**config.mk**
```make
export PLATFORM = sky130hd
export DESIGN_NAME = serial_sub_flat
export DESIGN_NICKNAME = d
export VERILOG_FILES = /design/src/rtl/serial_sub_if.sv /design/src/rtl/serial_sub.sv /design/src/flat_wrapper.sv
export SDC_FILE = /design/constraint.sdc
export NUM_CORES = 1
export LEC_CHECK = 0
export BUFFER_PORTS_ARGS = -buffer_cell sky130_fd_sc_hd__clkbuf_2
export CAP_MARGIN = 20
export CORE_ASPECT_RATIO = 1.1
export CORE_MARGIN = 2
export CORE_UTILIZATION = 45
export CTS_CLUSTER_DIAMETER = 120
export DETAILED_ROUTE_END_ITERATION = 8
export PLACE_DENSITY = 0.68
export SLEW_MARGIN = 15
export SYNTH_ARGS = -nofsm -noshare
export SYNTH_HDL_FRONTEND = slang
export SYNTH_SLANG_ARGS = --single-unit
```
**constraint.sdc**
```tcl
create_clock -name clk -period 1.8 [get_ports clk]
set_input_delay 0.09 -clock clk [delete_from_list [all_inputs] [get_ports clk]]
set_output_delay 0.09 -clock clk [all_outputs]
set_load 0.01 [all_outputs]
```
**src/rtl/serial_sub_if.sv**
```systemverilog
// rtl/serial_sub_if.sv - start/done handshake and operand/result bundle for serial_sub.
// SERIAL_SUB_OVF_EN adds the ov result signal.
interface serial_sub_if #(
    parameter int WIDTH = 8
);
    logic             start;
    logic [WIDTH-1:0] A;
    logic [WIDTH-1:0] B;
    logic             bi;
    logic             busy;
    logic             done;
    logic [WIDTH-1:0] D;
    logic             bo;
`ifdef SERIAL_SUB_OVF_EN
    logic             ov;
`endif

    modport master (
        output start, A, B, bi,
        input  busy, done, D, bo
`ifdef SERIAL_SUB_OVF_EN
        , input ov
`endif
    );

    modport slave (
        input  start, A, B, bi,
        output busy, done, D, bo
`ifdef SERIAL_SUB_OVF_EN
        , output ov
`endif
    );
endinterface

```
**src/rtl/serial_sub.sv**
```systemverilog
// rtl/serial_sub.sv - bit-serial full subtractor D = A - B - bi, LSB first, one bit per clock.
// Optional SERIAL_SUB_OVF_EN adds a registered two's-complement overflow flag (ov).
module serial_sub #(
    parameter int WIDTH = 8
) (
    input logic         clk,
    input logic         rst,
    serial_sub_if.slave bus
);
    localparam int            CW   = (WIDTH > 1) ? $clog2(WIDTH) : 1;
    localparam logic [CW-1:0] LAST = CW'(WIDTH - 1);

    typedef enum logic [1:0] {
        IDLE  = 2'd0,
        SHIFT = 2'd1,
        DONE  = 2'd2
    } state_t;

    state_t           state;
    state_t           state_nxt;
    logic [WIDTH-1:0] ra;
    logic [WIDTH-1:0] rb;
    logic [WIDTH-1:0] d_q;
    logic             br;
    logic             bo_q;
    logic [CW-1:0]    cnt;
    logic             accept;
    logic             last;
    logic             busy_c;
    logic             done_c;
    logic             a_bit;
    logic             b_bit;
    logic             d_bit;
    logic             br_nxt;

    always_comb begin
        state_nxt = state;
        accept    = 1'b0;
        last      = 1'b0;
        busy_c    = 1'b0;
        done_c    = 1'b0;
        case (state)
            IDLE: begin
                if (bus.start) begin
                    accept    = 1'b1;
                    state_nxt = SHIFT;
                end
            end
            SHIFT: begin
                busy_c = 1'b1;
                if (cnt == LAST) begin
                    last      = 1'b1;
                    state_nxt = DONE;
                end
            end
            DONE: begin
                busy_c    = 1'b1;
                done_c    = 1'b1;
                state_nxt = IDLE;
            end
            default: state_nxt = IDLE;
        endcase
    end

    always_ff @(posedge clk) begin
        if (rst) state <= IDLE;
        else     state <= state_nxt;
    end

    // One full-subtractor cell; br carries the borrow between successive bits.
    assign a_bit  = ra[0];
    assign b_bit  = rb[0];
    assign d_bit  = a_bit ^ b_bit ^ br;
    assign br_nxt = (~a_bit & b_bit) | (~(a_bit ^ b_bit) & br);

    always_ff @(posedge clk) begin
        if (rst) begin
            ra   <= '0;
            rb   <= '0;
            br   <= 1'b0;
            cnt  <= '0;
            d_q  <= '0;
            bo_q <= 1'b0;
        end else if (accept) begin
            ra   <= bus.A;
            rb   <= bus.B;
            br   <= bus.bi;
            cnt  <= '0;
            d_q  <= '0;
            bo_q <= 1'b0;
        end else if (state == SHIFT) begin
            ra  <= {1'b0, ra[WIDTH-1:1]};
            rb  <= {1'b0, rb[WIDTH-1:1]};
            br  <= br_nxt;
            cnt <= cnt + 1'b1;
            d_q <= {d_bit, d_q[WIDTH-1:1]};
            if (last) bo_q <= br_nxt;
        end
    end

`ifdef SERIAL_SUB_OVF_EN
    logic sa;
    logic sb;
    logic ov_q;

    // The MSB of D is produced on the last shift, so ov is resolved on that same edge.
    always_ff @(posedge clk) begin
        if (rst) begin
            sa   <= 1'b0;
            sb   <= 1'b0;
            ov_q <= 1'b0;
        end else if (accept) begin
            sa   <= bus.A[WIDTH-1];
            sb   <= bus.B[WIDTH-1];
            ov_q <= 1'b0;
        end else if (last) begin
            ov_q <= (sa != sb) && (d_bit != sa);
        end
    end

    assign bus.ov = ov_q;
`endif

    assign bus.busy = busy_c;
    assign bus.done = done_c;
    assign bus.D    = d_q;
    assign bus.bo   = bo_q;
endmodule

```
**src/flat_wrapper.sv**
```systemverilog
// flat-port wrapper written by rule: the top's interface ports become plain ports
module serial_sub_flat 
#(
    parameter int WIDTH = 8
)
  (clk, rst, bus_start, bus_A, bus_B, bus_bi, bus_busy, bus_done, bus_D, bus_bo);
  serial_sub_if #(.WIDTH(WIDTH)) bus_i ();
  input logic clk;
  input logic rst;
  input wire logic [$bits(bus_i.start)-1:0] bus_start;
  input wire logic [$bits(bus_i.A)-1:0] bus_A;
  input wire logic [$bits(bus_i.B)-1:0] bus_B;
  input wire logic [$bits(bus_i.bi)-1:0] bus_bi;
  output wire logic [$bits(bus_i.busy)-1:0] bus_busy;
  output wire logic [$bits(bus_i.done)-1:0] bus_done;
  output wire logic [$bits(bus_i.D)-1:0] bus_D;
  output wire logic [$bits(bus_i.bo)-1:0] bus_bo;
  assign bus_i.start = bus_start;
  assign bus_i.A = bus_A;
  assign bus_i.B = bus_B;
  assign bus_i.bi = bus_bi;
  assign bus_busy = bus_i.busy;
  assign bus_done = bus_i.done;
  assign bus_D = bus_i.D;
  assign bus_bo = bus_i.bo;
  serial_sub #(.WIDTH(WIDTH)) u_core (.clk(clk), .rst(rst), .bus(bus_i));
endmodule
```
# --- Yosys cells after proc, flatten, opt, wreduce, memory -nomap -nowiden ---
# Cells that the tools add are included.
word_totals:
  regBits: 31
  elab_cells: 41
  in_bits: 20
  out_inout_bits: 11
op_classes:
  reduce_logical: 6
  n_eq_ne: 5
  n_mux: 15
  bitwise_logic: 7
  add_sub_neg: 1
ops:
  columns: ["operator", "n"]
  rows:
  - ["8-bit two-way mux", 4]
  - ["1-bit two-way mux", 8]
  - ["2-bit two-way mux", 2]
  - ["2-bit one-hot mux with 2 select lines", 1]
  - ["2-bit AND reduction", 2]
  - ["2-bit OR reduction", 2]
  - ["3-bit by 1-bit adder with 3-bit output (second input constant)", 1]
  - ["3-bit equality test (second input constant)", 1]
  - ["1-bit bitwise AND", 2]
  - ["2-bit by 1-bit equality test with 1-bit output (second input constant)", 1]
  - ["2-bit equality test (second input constant)", 1]
  - ["2-bit zero test", 1]
  - ["2-bit by 1-bit != test with 1-bit output (second input constant)", 1]
  - ["2-bit != test (second input constant)", 1]
  - ["1-bit NOT", 2]
  - ["2-bit nonzero test", 1]
  - ["1-bit bitwise XOR", 2]
  - ["1-bit bitwise OR", 1]

# --- Logic depth before layout (Yosys ltp) ---
# Gate-level depths: netlist of the first run.
logic_depth:
  depth_word: 6
  depth_mapped: 7
  mapped_depth_nobuf: 5

# --- Worst setup path after synthesis of the first run ---
# No wires, ideal clock.
synth_path:
  kind: "register to register"
  start: "reg u_core.state[0]"
  end: "reg u_core.ra[4]"
  period_less_slack_ns: 1.239
  n_path_buf: 1
  arrival_time_ns: 1.109
  t_required_ns: 1.670
  setup_time_ns: 0.130
  slack_ns: 0.561
  path_stages_with_launch: 6
  path_cell_list: "dfxtp_1 inv_1 ha_1 nand2_1 buf_2 a211oi_2"
synth_via:
  elab_chain_len: 3
  elab_cells_between_ends: 5
  classes_between: "eq/ne (1); mux (2); reduce/logical (2)"
synth_rtl:
  columns: ["item", "line_no", "rtl"]
  rows:
  - ["start: declaration", "serial_sub.sv:19", "state_t state;"]
  - ["start signal: assignment", "serial_sub.sv:67", "else state <= state_nxt;"]
  - ["2-bit zero test", "serial_sub.sv:42", "case (state)"]
  - ["1-bit two-way mux", "serial_sub.sv:42", null]
  - ["8-bit two-way mux or 2-bit nonzero test (tied branches)", null, null]
  - ["end signal: assignment", "serial_sub.sv:85", "ra <= bus.A;"]
  - ["end signal: assignment", "serial_sub.sv:92", "ra <= {1'b0, ra[WIDTH-1:1]};"]
  - ["end: declaration", "serial_sub.sv:21", "logic [WIDTH-1:0] ra;"]
# Several ways; a longest one is shown, not always the timed one.
# A chain may end at the register's enable or synchronous reset.

# --- Worst setup path in the final report of the first run ---
layout_path:
  start: "reg u_core.state[0]"
  end: "reg u_core.ra[1]"
# The elaborated chain is that of the path after synthesis.

==> run summary, run 1 <==
Final Hold Vio Count: 0
Final nets: 199
Least-Margin Pin Slew: 240 ps
Setup Skew: 3.84 ps
Sequential share of the synthesized area: 42.7%
Post-synth top cells: 31 x dfxtp_1, 26 x nor2_1, 25 x mux2i_1
NetSw: 619 uW
Row count: 21
Main synth FF type: dfxtp_1
Number of synthesized flops with an enable pin: 0
Async SR Flop Fraction: 0%
RR Startpoint: u_core.state[0]
Synthesized flop and latch total: 31
Pins Over Slew Limit: 0
Pleak: 0.700 nW
Gate power share: 34.6%
Synthesized area per cell: 10.5 sq um
Detailed-route via count: 1053
Synthesized cell area: 1450 sq um
Layout area overhead: 15.4%
Pre-antenna DRT Iters: 3
Die height: 63.6 um
Share of the synthesized area in the top cell type: 42.7%
Worst Path Required: 2030 ps
Sequence of cells on the critical path: inv_1 -> ha_1 -> nand2_1 -> buf_4 -> nor2_1 -> a211oi_1
Post-Route WL: 2650 um
Placer Congestion: 0.731
First-pass GRT wire length: 4580 um
Largest net degree at the start of global routing: 34
Crit-path max FO: 15
Clock-pin transition on the worst setup and hold timing paths: 90 ps
DR WL/cell: 12.9 um
Internal power: 1.27 mW
Post-placement cell area: 1610 sq um
Min-delay src: bus_A[7]
Yosys top cell by area: dfxtp_1
Core area: 3070 sq um
Critical path class: reg -> reg
Post-CTS Repair Setup Buffers: 0
# resized after CTS: 0
Worst VDD drop: 0.606 mV
Die Width: 58.2 um
Number of global-route vias before repair: 1060
Dpl hpwl: 1970 um
Hold buffer count at CTS: 1
Final setup fails: 0
DIE AREA: 3700 sq um
Syn nets: 166
Total clock sinks: 31
Worst path max stage delay: 370 ps
CTS tree: yes
Gr usage total: 16.1%
Design Area, Final: 1680 sq um
Share of layout cells above drive strength 1: 30.8%
Vias/cell: 5.11
Clock Root Buffer: clkbuf_4
GRT overflow: 0
Diodes inserted: 0
Worst setup path start: u_core.state[0]
Synth unique cells: 23
Hold WS: 24.0 ps
I/O Buffers: 30
Status: completed
Number of fill cells: 286
I/O pin count: 31
Clk_lat worst skew: 320 ps
Final period util: 78.9%
Initial antenna violation count: 0
Max-slew headroom: 84.0%
Sequential share of power: 44.2%
Iteration-0 DRC Markers: 21
H-Tree Depth: 2
Tmin final: 1420 ps
Clock power frac: 21.2%
Setup TNS: 0 ps
Startpoint Class: flip-flop
Routed Antenna Nets: 0
Synth warn: 0
Clock buffer depth: 2
Num CTS Buffers: 5
Starting Density: 47.3%
Power Density: 1130 nW/um^2
CP arrival: 1650 ps
Overall power: 1.89 mW
Max_cap viols: 0
Fmax: 704 MHz
Critical Path End Type: flip-flop
Cells after Synth: 139
Most common cell in the netlist: dfxtp_1
Drt drc: 0
Min-delay worst type: in -> reg
Worst path slowest cell: dfxtp_1
Synth area leaders: dfxtp_1 43%, mux2i_1 17%, a211oi_2 9.5%
RSZ-0062 raised after global routing: no
Switching part of the total: 32.7%
worst max-delay path, delay by kind of cell (launching register included):
kind                       cells  cell delay (ps)
and+or+nand+nor                2              190
DFF                            1              370
adders and majority gates      1              250
AOI/OAI and AO/OA              1              210
buffers and inverters          2              310
per-stage QoR:
stage | util, % | std cells | worst slack (ps)
after floorplan | - | 139 | 561
after detailed placement | 52.4 | 198 | 390
after CTS | 54.5 | 206 | 359
after global routing | 54.5 | 206 | 237
final | 54.5 | 206 | 379
after global placement | 52.4 | 198 | 474
kinds of logic after synthesis:
family,after synthesis,synth area share (%)
and+or+nand+nor,38,11.5
DFF,31,42.7
muxes,25,17.2
AOI/OAI and AO/OA,22,14.2
buffers and inverters,15,7.15
adders and majority gates,7,6.55
xor gates and xnor gates,1,0.603
power by group through the flow:
stage | Clock, mW | Sequential, mW | Combinational, mW
CTS | 0.413 | 0.837 | 0.663
detailed placement | 0 | 0.853 | 0.659
global route | 0.453 | 0.847 | 0.721
floorplan | 0 | 0.837 | 0.588
global placement | 0 | 0.846 | 0.635
finish | 0.401 | 0.836 | 0.653
metal layers:
layer | vias up | wire length [um] | track usage (%)
met1 | 483 | 1180 | 18.4
met5 | - | 0 | 0
met3 | 4 | 122 | 3.70
li1 | 545 | - | -
met2 | 21 | 1310 | 28.0
met4 | 0 | 38 | 6.98
registers in the layout (all words and copies together), names as in the netlist:
| register | count |
|---|---|
| u_core.state | 2 |
| u_core.ra | 8 |
| u_core.rb | 8 |
| u_core.bus.bo | 1 |
| u_core.bus.D | 8 |
| u_core.br | 1 |
| u_core.cnt | 3 |
placed cells by master, fill, tap and decap left out, drive strengths merged:
cell type	netlist	final
o21ai	1	1
a211oi	14	14
nand2b	3	3
dfxtp	31	31
o211ai	1	1
clkbuf	0	36
clkinv	0	1
dlygate4sd3	0	1
inv	5	5
nor2	26	26
xnor2	1	1
nand3b	2	2
nor3b	1	1
nand3	3	3
a311oi	1	1
ha	6	6
fa	1	1
nand2	2	2
a21oi	5	5
mux2i	25	25
buf	10	5
nor2b	1	1
path summary, 6_finish.rpt:
check                 endpoint  slack [ps]  depth (start not counted)
hold reg to reg   u_core.ra[7]         490                          2
setup / recovery  u_core.ra[1]         380                          6
setup reg to reg  u_core.ra[1]         380                          6
hold / removal    u_core.ra[7]          20                          3
cell type report:
| cell class | instances | area [sq um] | share of cell area, % |
|---|---|---|---|
| multi-input cells | 93 | 728 | 43.4 |
| flip-flops and latches | 31 | 621 | 37.0 |
| repair buffers | 36 | 210 | 12.5 |
| clock buffers | 6 | 51.3 | 3.06 |
| well taps | 34 | 42.5 | 2.54 |
| inverters | 5 | 18.8 | 1.12 |
| clock inverters | 1 | 5.00 | 0.299 |
Power figures use the tool's default switching activity.
==> inputs of run 2 (changes only) <==
Settings changed: PLACE_DENSITY 0.68 to 0.71.
Clock period 1.8 ns to 1.1 ns, I/O delays scaled along.
==> run 2 against run 1 <==
The flow now finishes with violations (setup timing). Critical path type unchanged. Utilization is 14 points higher. Flip-flop and latch count stayed put. Cell count is 9.7% higher. Global-route usage is 3.5 points higher. Clock power is 65% higher. Setup slack worse by 510 ps. Largest cell class unchanged. Count of clock-buffer cells in the layout stayed put. Critical path depth is 1 lower. Via count is 11% higher. Combinational power grew to 2.7 times the previous value.
==> run summary, run 2 (synthesis gave the netlist of run 1 again) <==
Worst path slowest cell: dfxtp_2
CTS tree: yes
Total clock sinks: 31
Status: complete, but fails checks
Num CTS Buffers: 5
Largest net degree at the start of global routing: 10
Final Hold Vio Count: 0
Power Density: 1840 nW/um^2
Iteration-0 DRC Markers: 20
Worst VDD drop: 1.10 mV
Gr usage total: 19.5%
RR Startpoint: u_core.state[1]
Most frequent cells in the layout: 28 x clkbuf_2, 24 x dfxtp_1, 23 x nor2_1
Least-Margin Pin Slew: 243 ps
Layout area overhead: 44.2%
CP arrival: 1440 ps
H-Tree Depth: 2
Final period util: 112%
RSZ-0062 raised after global routing: yes
Pins Over Slew Limit: 0
Critical Path End Type: flip-flop
Core area: 3070 sq um
Clock-pin transition on the worst setup and hold timing paths: 90 ps
R2R Setup Slk: -130 ps
Fmax: 810 MHz
Overall power: 3.86 mW
DIE AREA: 3700 sq um
Post-Route WL: 3330 um
Die Width: 58.2 um
Hold EP: u_core.rb[7]
I/O Buffers: 30
Vias/cell: 5.19
Worst Path Required: 1310 ps
Area of the multi-input gates: 878 sq um
I/O pin count: 31
Final setup fails: 32
GRT overflow: 0
Design Area, Final: 2090 sq um
Pre-antenna DRT Iters: 4
Dpl hpwl: 2090 um
Reg-to-Reg End: u_core.rb[6]
Placer Congestion: 0.714
Clock Root Buffer: clkbuf_4
Min-delay worst type: in -> reg
Detailed-route via count: 1172
Number of fill cells: 230
Tmin final: 1230 ps
Clk_lat worst skew: 320 ps
Diodes inserted: 0
Share of layout cells above drive strength 1: 53.1%
DR WL/cell: 14.7 um
Min-delay src: bus_B[7]
Final design utilization: 68.1%
Clock buffer depth: 2
Row count: 21
Crit-path max FO: 7
Drt drc: 0
Register area: 632 sq um
Startpoint Class: flip-flop
Commonest non-fill, non-tap cell in the layout: clkbuf_2
Final nets: 219
Initial antenna violation count: 0
Critical path class: reg -> reg
Number of cells on the worst hold path: 3
Starting Density: 47.3%
Setup Skew: 8.09 ps
Max_cap viols: 0
Worst path max stage delay: 340 ps
Worst setup margin: -134 ps
Max-slew headroom: 83.8%
First-pass GRT wire length: 5460 um
Routed Antenna Nets: 0
Failing checks: setup timing
Die height: 63.6 um
Worst r2r path cells: 5
Post-placement cell area: 1750 sq um
Sequence of cells on the critical path: inv_4 -> ha_4 -> buf_12 -> mux2i_2 -> a211oi_2
Pleak: 0.849 nW
Number of global-route vias before repair: 1223
==> run 2: cell types whose count changed in the layout (fill, tap and decap cells not counted), moves of 4 or more <==
cell           before  now
buf_4               4   10
buf_6               0    7
dfxtp_1            31   24
dfxtp_2             0    6
dlygate4sd3_1       1    6
ha_1                6    2
inv_1               5    1
mux2i_1            25   17
mux2i_2             0    6
==> run 2: report_power, final <==
part	switching, mW	leakage [nW]	internal [mW]	total (mW)
logic	0.769	0.558	0.999	1.77
clock network	0.366	0.0341	0.296	0.662
registers	0.137	0.257	1.29	1.43
==> run 2: repair_timing <==
action                                  4_1_cts  5_1_grt
endpoints found under the setup margin       33       33
hold buffers                                  6        0
cloned                                        1        0
endpoints found under the hold margin         6        0
pin swaps                                    11        4
setup buffers                                 3        1
resized for setup                            21       24
==> run 2: final cells by class <==
cell class / count / area share, %
clock buffers: 6 / 2.45
clock inverters: 1 / 0.239
inverters: 5 / 1.14
multi-input cells: 93 / 41.9
flip-flops and latches: 31 / 30.2
well taps: 34 / 2.03
repair buffers: 56 / 22.0
==> run 2: critical path: cells and delay by family, from the launching register on <==
kind / cells / cell delay (ps)
DFF: 1 / 340
adders and majority gates: 1 / 210
muxes: 1 / 240
buffers and inverters: 2 / 240
AOI/OAI and AO/OA: 1 / 90
==> run 2: worst max path at each step <==
stage | start | endpoint | slack (ps) | cells after the start
after floorplan | u_core.state[1] | u_core.ra[6] | -60 | 6
after global placement | u_core.state[1] | u_core.bus.D[0] | -80 | 6
after detailed placement | u_core.state[0] | u_core.ra[5] | -150 | 6
after CTS | u_core.state[1] | u_core.rb[2] | -110 | 5
after global routing | u_core.state[1] | u_core.ra[2] | -170 | 5
final | u_core.state[1] | u_core.rb[6] | -130 | 5
==> run 2: through the flow <==
step	setup WS, ps	std cells	TNS [ps]	hold slack (ps)
floorplan	-59.4	139	-1080	203
global placement	-81.4	208	-2090	316
detailed placement	-155	208	-3470	323
CTS	-111	225	-2490	2.10
global route	-174	226	-4080	30.1
finish	-134	226	-2170	21.4
==> run 2: metal layers <==
layer / vias to the layer above / part of all wire, % / GRT usage, %
met5: - / 0 / 0
met1: 554 / 41 / 21.4
li1: 588 / - / -
met2: 24 / 54 / 34.8
met4: 0 / 1.8 / 9.59
met3: 6 / 3.5 / 4.11
==> inputs of run 3 (changes only) <==
Settings changed: CORE_MARGIN 2 to not set, RECOVER_POWER set to 25.
==> run 3 against run 2 <==
The flow still finishes with violations (setup timing). Sequential power is essentially flat. Non-clock buffer count increased by 8. Worst hold slack lost 16 ps.
==> run summary, run 3 (synthesis gave the netlist of run 1 again) <==
Status: complete, but fails checks
Failing checks: setup timing
Worst path slowest cell: dfxtp_2
Initial antenna violation count: 0
CTS tree: yes
Share of layout cells above drive strength 1: 49.8%
Hold WS: 5.09 ps
DIE AREA: 3460 sq um
Worst VDD drop: 1.65 mV
Final design utilization: 74.0%
Vias/cell: 5.19
DR WL/cell: 15.2 um
Max_cap viols: 0
Pre-antenna DRT Iters: 4
Clock Root Buffer: clkbuf_4
Number of global-route vias before repair: 1236
Final setup fails: 33
Routed Antenna Nets: 0
Tmin final: 1230 ps
Clock-pin transition on the worst setup and hold timing paths: 100 ps
CP arrival: 1500 ps
Worst path max stage delay: 360 ps
Clock buffer depth: 2
Row count: 21
Placer Congestion: 0.727
Min-delay worst type: in -> reg
Switching part of the total: 31.7%
WP buf/inv: 2
Pins Over Slew Limit: 0
Post-placement cell area: 1720 sq um
Register area: 631 sq um
Setup Skew: 9.50 ps
Sequence of cells on the critical path: inv_4 -> ha_4 -> buf_12 -> mux2i_4 -> a211oi_2
Worst path top cell family by delay: flip-flops
Detailed-route via count: 1219
Pleak: 0.906 nW
Die height: 61.6 um
Design Area, Final: 2260 sq um
RSZ-0062 raised after global routing: yes
Worst setup margin: -130 ps
Area of the multi-input gates: 903 sq um
Most frequent cells in the layout: 26 x clkbuf_2, 25 x nor2_1, 25 x dfxtp_1
Layout area overhead: 55.3%
Total clock sinks: 31
Commonest non-fill, non-tap cell in the layout: clkbuf_2
Power Density: 1930 nW/um^2
Max-slew headroom: 85.6%
Core area: 3050 sq um
Number of fill cells: 206
Startpoint Class: flip-flop
Die Width: 56.2 um
H-Tree Depth: 2
I/O Buffers: 30
Starting Density: 47.7%
Final period util: 112%
Sequential share of power: 33.1%
First-pass GRT wire length: 5600 um
Iteration-0 DRC Markers: 19
Fmax: 813 MHz
Critical Path End Type: flip-flop
Final nets: 227
Crit-path max FO: 10
Largest net degree at the start of global routing: 12
NetSw: 1.38 mW
Diodes inserted: 0
GRT overflow: 0
Num CTS Buffers: 5
Dpl hpwl: 2160 um
Worst Path Required: 1370 ps
Drt drc: 0
Post-Route WL: 3570 um
Clock power frac: 21.5%
Clk_lat worst skew: 350 ps
Gr usage total: 22.4%
Least-Margin Pin Slew: 214 ps
I/O pin count: 31
Critical path class: reg -> reg
Final Hold Vio Count: 0
Gate power share: 45.4%
Internal power: 2.97 mW
## run 3: cell types whose count changed in the layout (fill, tap and decap cells not counted), sizes merged
cell and delta:
buf +1, dlygate4sd3 +7, bufinv +1
## run 3: per-layer routing
metal | up-vias | share of wire (%) | GRT usage, %
met5 | - | 0 | 0
li1 | 613 | - | -
met2 | 28 | 54 | 42.2
met3 | 11 | 3.5 | 5.04
met4 | 0 | 2.5 | 14.6
met1 | 567 | 40 | 22.8
## run 3: power groups by stage
stage	Sequential, mW	Combinational, mW	Clock (mW)
final	1.44	1.98	0.937
after global routing	1.46	2.10	1.02
after CTS	1.41	1.77	0.960
after detailed placement	1.41	1.30	0
after global placement	1.40	1.24	0
after floorplan	1.38	1.01	0
## run 3: repair_timing
item                                    in CTS  in global routing
hold buffers                                13                  0
endpoints found under the setup margin      33                 33
endpoints found under the hold margin       13                  0
pin swaps                                    7                  4
cloned                                       3                  0
resized for setup                           31                 15
buffers inserted                             3                  2
## run 3: layout make-up
type,instances,area share (%)
repair buffers,64,25.2
inverters,5,1.05
multi-input cells,93,40.0
clock buffers,6,2.27
flip-flops and latches,31,28.0
clock inverters,2,1.55
well taps,34,1.89
## run 3: worst min-delay path, stage by stage
cell and delay, ps:
clkbuf_2 80, nor2_1 120, a211oi_2 60
## run 3: final timing paths
check / end / start / cells past startpoint / slack [ps]
worst min register to register: u_core.ra[7] / u_core.ra[7] / 2 / 510
worst max register to register: u_core.rb[1] / u_core.state[1] / 5 / -130
worst max-delay path: u_core.rb[1] / u_core.state[1] / 5 / -130
worst min-delay path: u_core.rb[2] / bus_B[2] / 3 / 5
## run 3: stage by stage
| step | power [mW] | instances | setup WS (ps) | setup TNS [ps] |
|---|---|---|---|---|
| 4_1_cts | 4.14 | 233 | -121 | -2490 |
| 3_3_place_gp | 2.64 | 206 | -59.9 | -1080 |
| 6_report | 4.35 | 235 | -130 | -2760 |
| 3_5_place_dp | 2.71 | 206 | -147 | -2330 |
| 5_1_grt | 4.58 | 235 | -185 | -4650 |
| 2_1_floorplan | 2.39 | 139 | -59.4 | -1080 |
